**config.mk**
```make
export PLATFORM = sky130hd
export DESIGN_NAME = rr_sel_4
export DESIGN_NICKNAME = d
export VERILOG_FILES = /design/src/rtl/rr_sel_4.sv
export SDC_FILE = /design/constraint.sdc
export NUM_CORES = 1
export LEC_CHECK = 0
export ABC_AREA = 0
export CAP_MARGIN = 20
export CORE_MARGIN = 2
export CORE_UTILIZATION = 30
export DETAILED_ROUTE_END_ITERATION = 10
export GPL_TIMING_DRIVEN = 1
export PLACE_DENSITY_LB_ADDON = 0.05
export SLEW_MARGIN = 30
export SYNTH_ARGS = -nofsm -noshare
export SYNTH_HDL_FRONTEND = slang
export SYNTH_SLANG_ARGS = --single-unit
```
**constraint.sdc**
```tcl
create_clock -name clk -period 2.2 [get_ports clk]
set_input_delay 0.44 -clock clk [delete_from_list [all_inputs] [get_ports clk]]
set_output_delay 0.44 -clock clk [all_outputs]
set_load 0.03 [all_outputs]
```
**src/rtl/rr_sel_4.sv**
```systemverilog
// Round-robin select sequencer driving the s1/s0 lines of a 4:1 data mux.
// Define RR_SEL_TIMEOUT_EN to add the MAX_HOLD hold-timeout and the to_pulse output.
module rr_sel_4 #(
    parameter int MAX_HOLD = 16
) (
    input  logic       clk,
    input  logic       rst,
    input  logic [3:0] req,
    input  logic       ack,
    output logic       s1,
    output logic       s0,
    output logic [3:0] gnt,
    output logic       gnt_valid,
    output logic       to_pulse
);

    typedef enum logic {IDLE, BUSY} state_t;

    state_t     state_q, state_d;
    logic [1:0] ptr_q, ptr_d;
    logic [1:0] sel_q, sel_d;
    logic [3:0] gnt_q, gnt_d;
    logic       vld_q, vld_d;
    logic       tmo;
    logic       release_ev;
    logic [2:0] win;

    // Returns {found, index}: first eligible request scanning from p upward, mod 4.
    function automatic logic [2:0] pick(input logic [3:0] r, input logic [1:0] p,
                                        input logic [3:0] excl);
        logic [2:0] res;
        logic [1:0] idx;
        res = 3'b000;
        for (int k = 0; k < 4; k++) begin
            idx = p + 2'(k);
            if (!res[2] && r[idx] && !excl[idx]) begin
                res = {1'b1, idx};
            end
        end
        return res;
    endfunction

`ifdef RR_SEL_TIMEOUT_EN
    localparam logic [7:0] HOLD_LAST = 8'(MAX_HOLD - 1);

    logic [7:0] hold_q, hold_d;
    logic       tp_q, tp_d;

    assign tmo      = (hold_q >= HOLD_LAST);
    assign to_pulse = tp_q;
`else
    logic unused_max_hold;

    assign unused_max_hold = ^MAX_HOLD;
    assign tmo             = 1'b0;
    assign to_pulse        = 1'b0;
`endif

    assign release_ev = ack || !req[sel_q] || tmo;

    always_comb begin
        state_d = state_q;
        ptr_d   = ptr_q;
        sel_d   = sel_q;
        gnt_d   = gnt_q;
        vld_d   = vld_q;
        win     = 3'b000;
`ifdef RR_SEL_TIMEOUT_EN
        hold_d  = hold_q;
        tp_d    = 1'b0;
`endif
        case (state_q)
            IDLE: begin
                win = pick(req, ptr_q, 4'b0000);
                if (win[2]) begin
                    sel_d   = win[1:0];
                    gnt_d   = 4'b0001 << win[1:0];
                    vld_d   = 1'b1;
                    state_d = BUSY;
`ifdef RR_SEL_TIMEOUT_EN
                    hold_d  = 8'd0;
`endif
                end
            end
            BUSY: begin
                if (release_ev) begin
                    ptr_d = sel_q + 2'd1;
                    // The releasing source is excluded so it must pass through IDLE.
                    win   = pick(req, sel_q + 2'd1, 4'b0001 << sel_q);
`ifdef RR_SEL_TIMEOUT_EN
                    tp_d   = tmo && !ack;
                    hold_d = 8'd0;
`endif
                    if (win[2]) begin
                        sel_d = win[1:0];
                        gnt_d = 4'b0001 << win[1:0];
                    end else begin
                        gnt_d   = 4'b0000;
                        vld_d   = 1'b0;
                        state_d = IDLE;
                    end
                end else begin
`ifdef RR_SEL_TIMEOUT_EN
                    if (hold_q != 8'hFF) begin
                        hold_d = hold_q + 8'd1;
                    end
`endif
                end
            end
            default: state_d = IDLE;
        endcase
    end

    always_ff @(posedge clk or posedge rst) begin
        if (rst) begin
            state_q <= IDLE;
            ptr_q   <= 2'd0;
            sel_q   <= 2'd0;
            gnt_q   <= 4'b0000;
            vld_q   <= 1'b0;
`ifdef RR_SEL_TIMEOUT_EN
            hold_q  <= 8'd0;
            tp_q    <= 1'b0;
`endif
        end else begin
            state_q <= state_d;
            ptr_q   <= ptr_d;
            sel_q   <= sel_d;
            gnt_q   <= gnt_d;
            vld_q   <= vld_d;
`ifdef RR_SEL_TIMEOUT_EN
            hold_q  <= hold_d;
            tp_q    <= tp_d;
`endif
        end
    end

    assign s1        = sel_q[1];
    assign s0        = sel_q[0];
    assign gnt       = gnt_q;
    assign gnt_valid = vld_q;

endmodule
```
; ---- After elaboration in Yosys (flattened, before gate mapping)
; Cells that the tools add are included.
[word_totals]
reg_bits = 10
input_bits = 7
output_inout_bits = 8
word_cells = 133
[classes]
addsub = 7
n_lt_le_gt_ge = 9
n_eq_ne = 4
n_shift = 3
n_mux = 70
bitwise_logic = 1
reduce_logical = 34
[ops]
columns = operator, n
row1 = $mux 3, 20
row2 = $bmux 1 s2, 17
row3 = $lt 2x3->1 const B, 9
row4 = $mux 1, 23
row5 = $logic_not 1->1, 15
row6 = $logic_and 1x1->1, 14
row7 = $mux 4, 3
row8 = $shl 1x2->4 const A, 3
row9 = $add 2x2->2 const B, 4
row10 = $pmux 4 s2, 1
row11 = $add 2x1->2 const B, 3
row12 = $mux 2, 3
row13 = $reduce_and 3->1, 2
row14 = $ne 2x1->1 const B, 2
row15 = $ne 2x2->1 const B, 2
row16 = $pmux 1 s2, 2
row17 = $pmux 2 s2, 1
row18 = $reduce_and 2->1, 2
row19 = $logic_or 1x1->1, 1
row20 = $not 1->1, 1

; ---- Depth between registers and ports, before layout
[logic_depth]
word_depth = 30
depth_mapped = 8
depth_no_buf = 7

; ---- Worst setup path before layout
; OpenSTA, ideal clock, no wires.
[synth_timing]
kind = flip-flop to flip-flop
startpoint = register sel_q[0]
endpoint = register gnt_q[3] (netlist: gnt[3])
setup_ns = 0.143
arrival_time_ns = 2.022
required_ns = 2.057
slack_ns = 0.035
path_stages_with_launch = 8
path_cell_list = dfrtp_1 ha_1 nor2b_4 or4_4 buf_6 and4_4 a22oi_2 a21oi_1
[synth_between]
elab_chain_len = 30
elab_cells_between_ends = 57
classes_between = add/sub: 4 / eq/ne: 1 / shift: 2 / mux: 33 / reduce/logical: 17
[synth_rtl]
columns = item, line
row1 = "start, declared", 21  ; logic [1:0] sel_q, sel_d;
row2 = "start signal, assigned", 128  ; sel_q <= sel_d;
row3 = $add 2x1->2 or $shl 1x2->4 (tied branches), 89  ; win = pick(req, sel_q + 2'd1, 4'b0001 << sel_q);
row4 = $bmux 1 s2, 36  ; if (!res[2] && r[idx] && !excl[idx]) begin
row5 = $mux 1 (implied by the code), 36
row6 = $logic_not 1->1, 36
row7 = $logic_and 1x1->1, 36
row8 = $mux 3, 36
row9 = $mux 3, 86  ; if (release_ev) begin
row10 = $mux 3, 72  ; case (state_q)
row11 = [13 not listed], n/a
row12 = $logic_and 1x1->1 (2 in series), 36
row13 = $mux 3, 36
row14 = $mux 3, 86
row15 = $mux 3, 72
row16 = $shl 1x2->4, 96  ; gnt_d = 4'b0001 << win[1:0];
row17 = $mux 4, 94  ; if (win[2]) begin
row18 = $mux 4, 86
row19 = $pmux 4 s2, 72
row20 = "end signal, assigned", 129  ; gnt_q <= gnt_d;
row21 = "end, declared", 22  ; logic [3:0] gnt_q, gnt_d;
; Parallel ways exist; a longest one is shown, timed or not. The select of a mux whose other input is x is not followed.
; A chain may end at the register's enable or synchronous reset.

; ---- Worst setup path after layout
[layout_timing]
startpoint = input req[1]
endpoint = register gnt_q[0] (netlist: gnt[0])
[layout_between]
elab_chain_len = 28
elab_cells_between_ends = 69
classes_between = eq/ne: 2 / shift: 2 / mux: 42 / reduce/logical: 23
[layout_rtl]
columns = item, line
row1 = "start, declared", 8  ; input logic [3:0] req,
row2 = $bmux 1 s2, 36
row3 = $mux 1 (implied by the code), 36
row4 = $logic_and 1x1->1, 36
row5 = $mux 3, 36
row6 = $mux 3, 86
row7 = $mux 3, 72
row8 = $logic_not 1->1, 36
row9 = $logic_and 1x1->1 (2 in series), 36
row10 = [10 not listed], n/a
row11 = $logic_and 1x1->1 (2 in series), 36
row12 = $mux 3, 36
row13 = $mux 3, 86
row14 = $mux 3, 72
row15 = $shl 1x2->4, 96
row16 = $mux 4, 94
row17 = $mux 4, 86
row18 = $pmux 4 s2, 72
; Parallel ways exist; a longest one is shown, timed or not. The select of a mux whose other input is x is not followed.

==> flow_summary.yaml <==
setup_path:
  crit_type: "in2reg"
  slowest_delay_ns: 0.47
  cp-startpoint: "req[1]"
  worstSetupStartpointType: "input pin"
  r2r_end: "gnt[3]"
  crit_fanout: 4
  crit_top_cell: "buf_4"
  reg2regPathDepth: 7
  r2r-start: "sel_q[1]"
  cp.arrival_ns: 2.26
  cp_slowest_cell: "clkdlybuf4s50_1"
  path_cells: "clkdlybuf4s50_1, buf_4, nor4_1, buf_4, nor2_1, o21ai_0, buf_4, o22ai_1, o21bai_1"
  cp-end-kind: "register"
  required_ns: 2.34
  reg2reg_slack_ns: 0.26
power:
  p_sw_mw: 0.721
  p_seq_share_pct: 22.8
  power_density_nw_per_um2: 1430
  ir_worst_vdd_mv: 0.588
  combPwrFrac_pct: 66.8
  p_total_mw: 1.60
  clock_power_share_pct: 10.4
  swShare_pct: 44.9
  internal_power_mw: 0.883
  p_leak_nw: 0.512
run:
  max_cap_violations: 0
clocking:
  clk-insertion-delay-late_ns: 0.27
  htreeDepth: 1
  ctsRootBufferMaster: "clkbuf_4"
  cts_buffers: 3
  post_cts_buffers: 0
  post_cts_resize_count: 0
  cts_tree: "yes"
  ctsHoldBuffers: 0
  cts_sinks: 10
  clock_path_buffers: 2
  clk_pin_slew_worst_paths_ns: 0.07
global_routing:
  grt_max_degree: 11
  grt_pass1_vias: 742
  grt_pass1_wl_um: 3410
  antenna_found_initial: 0
  grt_remaining_overflow: 0
  grtUsageTotal_pct: 13.8
synth:
  netlist_area_um2: 810
  synth-seq-area-share_pct: 30.9
  yosys_warnings: 0
  syn_avg_cell_area_um2: 8.70
  synth_edf_count: 0
  synth_commonest_cells: "dfrtp_1, inv_1, nor2_1"
  syn-num-nets: 104
  yosys-top-cells-area: "dfrtp_1, ha_1, mux2i_1, nand2b_1, o21ai_0"
  yosysMostFrequentCell: "dfrtp_1"
  synth_top_area_share_pct: 30.9
  synthArstFlopShare_pct: 100
  yosysTopAreaCell: "dfrtp_1"
  syn_inst: 93
  ys_seq_elements: 10
  ys_types: 36
  synth_ff_type: "dfrtp_1"
drt:
  avgViaCountPerCell: 5.24
  totalWireLength_um: 2060
  post-route-drc-count: 0
  antenna_left: 0
  wl_per_cell_um: 13.3
  dr.pass1.iters: 4
  drt_iter0_drc: 15
  num_vias: 807
floorplanning:
  num_rows: 18
  die_h_um: 55.9
  start_util_pct: 32.1
  die-area_um2: 3130
  ios: 15
  die_w_um: 55.9
  coreArea_um2: 2520
timing:
  finClkSkew_ns: 0.00466
  hold_viol_final: 0
  slew_violations: 0
  setup_violations: 0
  hold-worst-slack_ns: 0.458
  rsz0062_at_grt: "no"
  period_minus_slack_ns: 2.12
  fmax_mhz: 472
  fin_tns_setup_ns: 0
  finalCritPeriodShare_pct: 96.3
placed_design:
  hpwl_um: 1670
  io_buffers: 13
  dp_cells: 150
  place.gp.congestion: 0.733
cells_and_area:
  area_growth_pct: 38.2
  final_cells: 154
  insertedDiodeCount: 0
  drive_above_1_share_pct: 23.4
  nNetsFinal: 136
  fill_cells: 265
worst_hold_path:
  holdCritPathClass: "in2async"
run_status:
  status: "complete, no violations"
## worst max-delay path by stage
| stage | slack, ns | cells past startpoint | endpoint |
|---|---|---|---|
| after floorplan | 0.04 | 7 | gnt[3] |
| after global placement | -0.12 | 7 | sel_q[0] |
| after detailed placement | -0.1 | 6 | sel_q[0] |
| after CTS | 0.17 | 6 | sel_q[0] |
| after global routing | 0.07 | 6 | gnt[1] |
| final | 0.08 | 9 | gnt[0] |
## state kept, by name, indices dropped and copies added, names as in the netlist
register	count
gnt	4
sel_q	2
state_q	1
gnt_valid	1
ptr_q	2
## cell type report
class                           instances  area [µm²]  area share [%]
Multi-Input combinational cell         72         507            45.3
Timing Repair Buffer                   30         258            23.0
Sequential cell                        10         250            22.4
Tap cell                               30        37.5            3.36
Clock buffer                            4        36.3            3.24
Inverter                                8        30.0            2.68
## critical path: cells and delay by family
family	cells	cell delay, ns
compound gates	3	0.34
buf+inv	4	1.00
simple gates	2	0.47
## kinds of logic after synthesis
group / share of synthesized area [%]
AOI/OAI and AO/OA: 23.5
adders and majority gates: 6.18
buffers and inverters: 6.49
DFF: 30.9
muxes: 6.18
other: 0.463
and+or+nand+nor: 26.3
## placed cells by master (no fill, tap or decap), types with 5 or more instances in the layout
cell type	count
nand2b_1	6
clkdlybuf4s50_1	13
mux2i_1	5
inv_1	8
buf_4	17
dfrtp_1	10
nor2_1	8
a21oi_1	5
o21ai_0	7
## metal layers
metal | routed length [µm] | global-route usage [%]
met1 | 1010 | 19.2
met2 | 918 | 20.6
met3 | 109 | 4.65
met4 | 21 | 3.40
met5 | 0 | 0
## stage by stage
step           utilization, %  cell area [µm²]  setup slack (ns)
6_report                 44.3             1120            0.0807
5_1_grt                  44.3             1120            0.0692
4_1_cts                  44.3             1120             0.174
3_5_place_dp             42.9             1080           -0.0997
3_3_place_gp             42.9             1080            -0.118
2_1_floorplan               -              810            0.0352
## power groups by stage
stage,Sequential [mW],Combinational [mW],Clock [mW]
5_1_grt,0.381,1.18,0.185
2_1_floorplan,0.469,0.607,0
3_5_place_dp,0.369,1.08,0
6_report,0.366,1.07,0.167
4_1_cts,0.367,1.08,0.174
3_3_place_gp,0.371,1.08,0
No activity file was read; power rests on OpenSTA's default activity.
